## src/rtl/wb_select_stage.sv

```systemverilog
// wb_select_stage: registered write-back source selector with load-data
// alignment/extension and a valid/ready handshake on both sides.
module wb_select_stage #(
  parameter int W    = 32,
  parameter int NSRC = 4,
  parameter int RA   = 5,
  parameter int SW   = (NSRC > 1) ? $clog2(NSRC) : 1
) (
  input  logic            clk,
  input  logic            rst_n,
  input  logic            flush,
  input  logic            in_valid,
  output logic            in_ready,
  input  logic [SW-1:0]   wb_sel,
  input  logic [NSRC*W-1:0] src_data,
  input  logic [RA-1:0]   rd_addr,
  input  logic            reg_write,
  input  logic [1:0]      ld_size,
  input  logic            ld_unsigned,
  input  logic [1:0]      byte_off,
  output logic            out_valid,
  input  logic            out_ready,
  output logic [W-1:0]    data_write,
  output logic [RA-1:0]   wb_addr,
  output logic            wb_en,
  output logic            misalign,
  output logic [31:0]     wb_count
);

  logic          accept;
  logic          sel_ok;
  logic          is_load;
  logic [W-1:0]  sel;
  logic [W-1:0]  shifted;
  logic [W-1:0]  nx_data;
  logic          nx_mis;
  logic          nx_en;

  assign in_ready = !out_valid || out_ready;
  assign accept   = in_valid && in_ready && !flush;
  assign sel_ok   = (32'(wb_sel) < 32'(NSRC));
  assign is_load  = (wb_sel == SW'(1));
  assign shifted  = sel >> {byte_off, 3'b000};

  // Source mux: one-hot compare so an out-of-range index never slices past src_data.
  always_comb begin
    sel = {W{1'b0}};
    for (int k = 0; k < NSRC; k++) begin
      if (wb_sel == SW'(k)) begin
        sel = src_data[k*W +: W];
      end else begin
        sel = sel;
      end
    end
  end

  // Next write data, misalignment flag and qualified enable for the offered op.
  always_comb begin
    nx_data = {W{1'b0}};
    nx_mis  = 1'b0;
    if (!sel_ok) begin
      nx_data = {W{1'b0}};
      nx_mis  = 1'b0;
    end else if (is_load) begin
      case (ld_size)
        2'd0: begin
          nx_data = ld_unsigned ? {{(W-8){1'b0}}, shifted[7:0]}
                                : {{(W-8){shifted[7]}}, shifted[7:0]};
          nx_mis  = 1'b0;
        end
        2'd1: begin
          nx_data = ld_unsigned ? {{(W-16){1'b0}}, shifted[15:0]}
                                : {{(W-16){shifted[15]}}, shifted[15:0]};
          nx_mis  = byte_off[0];
        end
        default: begin
          // Word loads are never shifted; a nonzero offset only flags misalignment.
          nx_data = sel;
          nx_mis  = (byte_off != 2'd0);
        end
      endcase
    end else begin
      nx_data = sel;
      nx_mis  = 1'b0;
    end
    nx_en = reg_write && (rd_addr != {RA{1'b0}}) && !nx_mis && sel_ok;
  end

  // Output register: flush drops, accept loads, retire without accept only clears valid.
  always_ff @(posedge clk or negedge rst_n) begin
    if (!rst_n) begin
      out_valid  <= 1'b0;
      data_write <= {W{1'b0}};
      wb_addr    <= {RA{1'b0}};
      wb_en      <= 1'b0;
      misalign   <= 1'b0;
    end else if (flush) begin
      out_valid <= 1'b0;
      wb_en     <= 1'b0;
    end else if (accept) begin
      out_valid  <= 1'b1;
      data_write <= nx_data;
      wb_addr    <= rd_addr;
      wb_en      <= nx_en;
      misalign   <= nx_mis;
    end else if (out_valid && out_ready) begin
      out_valid <= 1'b0;
    end
  end

  // Completed-write counter; a held op dropped by flush does not count.
  always_ff @(posedge clk or negedge rst_n) begin
    if (!rst_n) begin
      wb_count <= 32'd0;
    end else if (out_valid && out_ready && wb_en && !flush) begin
      wb_count <= wb_count + 32'd1;
    end
  end

endmodule

```

## config.mk

```make
export PLATFORM = sky130hd
export DESIGN_NAME = wb_select_stage
export DESIGN_NICKNAME = d
export VERILOG_FILES = /design/src/rtl/wb_select_stage.sv
export SDC_FILE = /design/constraint.sdc
export NUM_CORES = 1
export LEC_CHECK = 0
export ABC_AREA = 1
export ABC_CLOCK_PERIOD_IN_PS = 2200
export CORE_MARGIN = 1
export CORE_UTILIZATION = 44
export CTS_BUF_LIST = sky130_fd_sc_hd__clkbuf_4 sky130_fd_sc_hd__clkbuf_8
export CTS_CLUSTER_SIZE = 20
export DETAILED_ROUTE_END_ITERATION = 12
export HOLD_SLACK_MARGIN = 0.1
export PLACE_DENSITY_LB_ADDON = 0.08
export SKIP_LAST_GASP = 1
export SLEW_MARGIN = 20
export SYNTH_ARGS = -nofsm -noshare
export SYNTH_HDL_FRONTEND = slang
export SYNTH_SLANG_ARGS = --single-unit
```

## constraint.sdc

```tcl
create_clock -name clk -period 2.2 [get_ports clk]
set_clock_uncertainty 0.2 [all_clocks]
set_input_delay 0.55 -clock clk [delete_from_list [all_inputs] [get_ports clk]]
set_output_delay 0.55 -clock clk [all_outputs]
set_load 0.005 [all_outputs]
```

==> results of run 1 <==
## report_power, final
| group | total (mW) | internal [mW] | switching (mW) |
|---|---|---|---|
| Combinational | 1.32 | 0.786 | 0.531 |
| Sequential | 1.55 | 1.46 | 0.0943 |
| Clock | 0.931 | 0.463 | 0.467 |
| Total | 3.80 | 2.71 | 1.09 |
## registers in the layout (all words and copies together) (netlist names)
name	flops
wb_en	1
data_write	32
wb_addr	5
misalign	1
wb_count	32
out_valid	1
## final timing paths
path                        startpoint       endpoint  slack [ns]  depth (start not counted)
max reg2reg                wb_count[4]   wb_count[29]        0.23                          8
min reg2reg                 wb_addr[3]     wb_addr[3]        0.28                          2
min                         wb_addr[3]     wb_addr[3]        0.28                          2
max in group asynchronous        rst_n   wb_count[24]        0.83                          3
max                          out_ready       in_ready       -0.02                          4
min in group asynchronous        rst_n  data_write[2]        0.46                          2
## worst max-delay path: stages
cell and delay [ns]:
clkdlybuf4s50_1 0.53, inv_1 0.07, nand2_1 0.09, dlygate4sd2_1 0.24
## per-stage QoR
step	utilization	setup TNS, ns	hold slack (ns)	worst slack (ns)	power [mW]
finish	0.742	-0.0248	0.275	-0.0248	3.80
global route	0.742	-0.0627	0.300	-0.0539	4.01
CTS	0.736	0	0.276	0.00170	3.81
detailed placement	0.718	-24.28	0.260	-0.672	2.87
global placement	0.718	-20.35	0.254	-0.633	2.84
floorplan	-	0	0.0544	0.170	2.03
## routing by layer
metal,GRT usage,routed length [um]
met2,0.526,8640
met3,0.0642,1170
met5,0,0
met4,0.113,529
met1,0.381,7300
## timing repair
item / in CTS / in global routing
buffers inserted: 1 / 2
hold endpoints to repair: 14 / 0
setup endpoints to repair: 36 / 38
pin swaps: 3 / 2
hold buffers: 1 / 0
gates resized for setup: 8 / 19
## layout make-up
class,instances,share of cell area
Tap cell,140,0.0217
Clock buffer,12,0.0197
Timing Repair Buffer,306,0.362
Clock inverter,1,0.000620
Sequential cell,72,0.223
Multi-Input combinational cell,540,0.345
Inverter,60,0.0282
## cells in the final DEF, fill, tap and decap left out, drive strengths merged, types with 2 or more instances in the layout
cell,netlist,layout
nand2,227,227
clkdlybuf4s50,0,212
buf,18,88
dfrtp,72,72
nand3,70,70
inv,60,60
nor2,58,58
o21ai,47,47
a21oi,33,33
or2,29,29
xor2,16,16
a21boi,16,16
xnor2,15,15
clkbuf,13,14
nor3,9,9
nand4,6,6
a2bb2oi,4,4
nand3b,2,2
o2111ai,2,2
o211ai,2,2
dlymetal6s2s,0,2
## cell families after synthesis
group | Yosys count
adder cells (fa/ha/maj) | 1
flip-flops | 72
AO/OA/AOI/OAI | 107
AND/OR/NAND/NOR | 401
buffers and inverters | 91
XOR/XNOR | 31
==> impl_metrics.yaml, run 1 <==
flow_run:
  cap_viol_max_count: 0
route:
  detail-route-antenna-nets: 0
  initialDrtViolationCount: 440
  wire_per_inst_um: 15.6
  dr.pass1.iters: 6
  routed_wl_mm: 17.6
  vias: 5860
  drc: 0
  avgViaCountPerCell: 5.18
place:
  hpwl_mm: 13.9
  port-buffer-count: 218
  post-place-cells: 1114
  gp_congestion: 1.03
  placed_area_um2: 7820
logic_synthesis:
  synth_compound_area_frac: 0.132
  synth_nets: 850
  synth_top_family_by_area: "simple AND/OR/NAND/NOR gates"
  ys.flop_type: "dfrtp_1"
  synth_adder_area_share: 0.00254
  netlist_top_cells_count: "nand2_1, dfrtp_1, nand3_1"
  synth-seq-cells: 72
  yosys_warnings: 0
  synth-edff-count: 0
  yosysTopAreaCellShare: 0.366
  synth.distinct_cells: 36
  yosys.area.top_type: "dfrtp_1"
  ys_seq_area_frac: 0.366
  synthMuxAreaShare: 0
  syn-cell-area_um2: 4920
  synthSimpleGateAreaFrac: 0.363
  syn_inst: 703
  synthArstFlopShare: 1.00
  synth_most_common_cell: "nand2_1"
  synth.avg_cell_area_um2: 7.00
  synth.area.top_cells: "dfrtp_1, nand2_1, nand3_1"
  synthXorXnorAreaFrac: 0.0552
clocking:
  cts_max_path_buffers: 2
  clock_sinks: 72
  root_buffer: "clkbuf_8"
  worstSkewPairLatency_ns: 0.35
  cts.clk_slew.worst_paths_ns: 0.07
  htree_levels: 3
  cts_buffers: 9
  cts_tree: "yes"
sta:
  post-route-worst-setup-slack_ns: -0.0248
  fmax_mhz: 449
  relSlewSlack: 0.695
  min_period_ns: 2.22
  tightest_slew_ns: 0.452
  hold_violations: 0
  setup_viol: 1
  grt_setup_unrepaired: "true"
  period_share: 1.01
  maxSlewViolCount: 0
die:
  rows: 38
  die_w_um: 108
  design.die.area_um2: 11600
  ioPinCount: 219
  coreArea_um2: 10900
  die_h_um: 108
  start_util: 0.452
status:
  status: "finished, violations left"
  violations: "setup timing"
power:
  leakage_nw: 3.78
  power_density_nw_per_um2: 470
  peakVddDrop_mv: 0.557
worst_setup_path:
  cp.arrival_ns: 1.47
  crit_type: "in -> out"
  worstSetupEndpointType: "output pin"
  cp_max_fo: 2
  start_kind: "primary input"
  cp.required_ns: 1.45
cells_and_area:
  drive_above_1_share: 0.176
  multi_input_area_um2: 2780
  n_antenna_cell: 0
  finalNetCount: 1136
  areaGrowthSynthToFinish_pct: 64.1
  final_area_um2: 8080
  regArea_um2: 1800
  final_cell_count_no_fill: 1131
  n_fill_cell: 881
global_route:
  grt_use_total: 0.308
  grt-ovfl-total: 0
  antenna_found_initial: 0
  grt_pass1_vias: 5700
  grt_pass1_wl_mm: 27.7
  grt_max_degree: 33
worst_hold_path:
  holdCritPathClass: "reg -> reg"
Note: power is estimated with default switching activity, not from simulation.
==> run 2: changes to the inputs <==
Settings changed: GPL_ROUTABILITY_DRIVEN set to 0, PLACE_DENSITY set to 0.88, PLACE_DENSITY_LB_ADDON 0.08 to unset.
==> run 2 against run 1 <==
  * The flow now finishes without violations
  * Flip-flop and latch count is the same
  * Clock power grew 5.8%
  * Via count grew 0.24%
  * Critical endpoint is now data_write[4]
  * Critical path depth grew 9
  * Count of clock-buffer cells in the layout shrank 3
  * Combinational power is essentially flat
  * Maximum frequency grew 1.8%
  * Largest cell class unchanged
  * First-iteration DRC count grew 13%
  * Core utilization grew 0.91 points
  * Hold slack gained 0.0030 ns
==> impl_metrics.yaml, run 2 (same netlist as run 1, synthesis figures left out) <==
status:
  status: "completed"
cells_and_area:
  n_fill_cell: 794
  top_regs: "data_write: 32 flops, wb_count: 32 flops, wb_addr: 5 flops"
  layout_commonest_cell: "nand2_1"
  final_cell_mix: "nand2_1, clkdlybuf4s50_1, buf_4, dfrtp_1, nand3_1"
  finalNetCount: 1149
  drive_above_1_share: 0.186
  n_antenna_cell: 0
  areaGrowthSynthToFinish_pct: 66.2
clocking:
  cts_tree: "yes"
  clock_sinks: 72
  cts_buffers: 9
  htree_levels: 3
  cts.clk_slew.worst_paths_ns: 0.07
  root_buffer: "clkbuf_8"
  cts_max_path_buffers: 2
  worstSkewPairLatency_ns: 0.32
die:
  design.die.area_um2: 11600
  die_h_um: 108
  ioPinCount: 219
  die_w_um: 108
  rows: 38
  start_util: 0.452
  coreArea_um2: 10900
worst_hold_path:
  hold_start: "data_write[13]"
  hold_depth: 2
  holdPathEnd: "data_write[13]"
  holdCritPathClass: "reg -> reg"
flow_run:
  cap_viol_max_count: 0
route:
  avgViaCountPerCell: 5.13
  initialDrtViolationCount: 499
  vias: 5874
  wire_per_inst_um: 15.1
  dr.pass1.iters: 7
  routed_wl_mm: 17.3
  detail-route-antenna-nets: 0
  drc: 0
worst_setup_path:
  crit_type: "in -> reg"
  r2r-end: "wb_count[31]"
  reg2regPathDepth: 9
  r2r_setup_slack_ns: 0.24
  cp.required_ns: 2.19
  worstSetupEndpointType: "flop"
  cp.arrival_ns: 2.18
  rr_startpoint: "wb_count[2]"
  cp_max_fo: 9
  start_kind: "primary input"
power:
  peakVddDrop_mv: 0.618
  power_density_nw_per_um2: 473
  leakage_nw: 3.85
sta:
  grt_setup_unrepaired: "true"
  tightest_slew_ns: 0.513
  setup_viol: 0
  hold_violations: 0
  fmax_mhz: 457
  tns_ns: 0
  relSlewSlack: 0.658
  period_share: 0.994
  min_period_ns: 2.19
  post-route-worst-setup-slack_ns: 0.0138
  maxSlewViolCount: 0
place:
  hpwl_mm: 13.8
  port-buffer-count: 218
  place_ws_ns: -0.646
global_route:
  use_met3: 0.0460
  grt_pass1_wl_mm: 27.2
  grt_use_total: 0.303
  grt_max_degree: 41
  grt-ovfl-total: 0
  grt.busiest_layer: "met2"
  grt_pass1_vias: 5762
  antenna_found_initial: 0
  met1_usage: 0.381
  grt_use_met2: 0.513
## run 2: metal layers
metal,part of all wire,routed length (um)
met3,0.062,1080
met5,0,0
met4,0.044,762
met2,0.49,8420
met1,0.41,7080
## run 2: power by group
group          internal (mW)  switching (mW)  leakage [nW]
clock                  0.514           0.471        0.0948
combinational          0.796           0.528          2.86
sequential              1.46          0.0985         0.891
## run 2: through the flow
step                utilization  area (um2)  hold slack, ns  power [mW]  std cells
floorplan                     -        4920          0.0544        2.03        703
global placement          0.722        7860           0.254        2.84       1123
detailed placement        0.722        7860           0.267        2.87       1123
CTS                       0.746        8120           0.286        3.87       1144
global route              0.751        8180           0.298        4.08       1146
finish                    0.751        8180           0.278        3.87       1146
## run 2: worst max-delay path by stage
stage | from | end | slack [ns]
after global routing | flush | wb_count[16] | -0.02
after detailed placement | wb_sel[0] | data_write[25] | -0.65
final | wb_sel[1] | data_write[4] | 0.01
after floorplan | wb_sel[0] | data_write[26] | 0.17
after CTS | out_ready | in_ready | 0.02
after global placement | wb_sel[0] | data_write[8] | -0.61
## run 2: layout make-up
cell class                      instances  area (um2)  share of cell area
Timing Repair Buffer                  319        3000               0.367
Inverter                               60         228              0.0278
Sequential cell                        72        1800               0.220
Multi-Input combinational cell        540        2790               0.341
Clock buffer                            9         124              0.0151
Tap cell                              140         175              0.0214
Clock inverter                          6        61.3             0.00750
## run 2: repair_timing
action,in CTS,in global routing
pin swaps,1,5
gates resized for setup,16,19
hold buffers,1,0
setup buffers,5,2
endpoints found under the hold margin,36,0
setup endpoints to repair,33,37
## run 2: worst max-delay path, cell delays in order
cell and delay [ns]:
dlygate4sd2_1 0.26, buf_12 0.14, nor2_4 0.09, buf_6 0.15, buf_4 0.12, buf_4 0.11
nand2_1 0.05, nand3_1 0.08, nand2_1 0.11, nand2_1 0.07, o21ai_0 0.07, o21ai_0 0.27
a2bb2oi_1 0.11
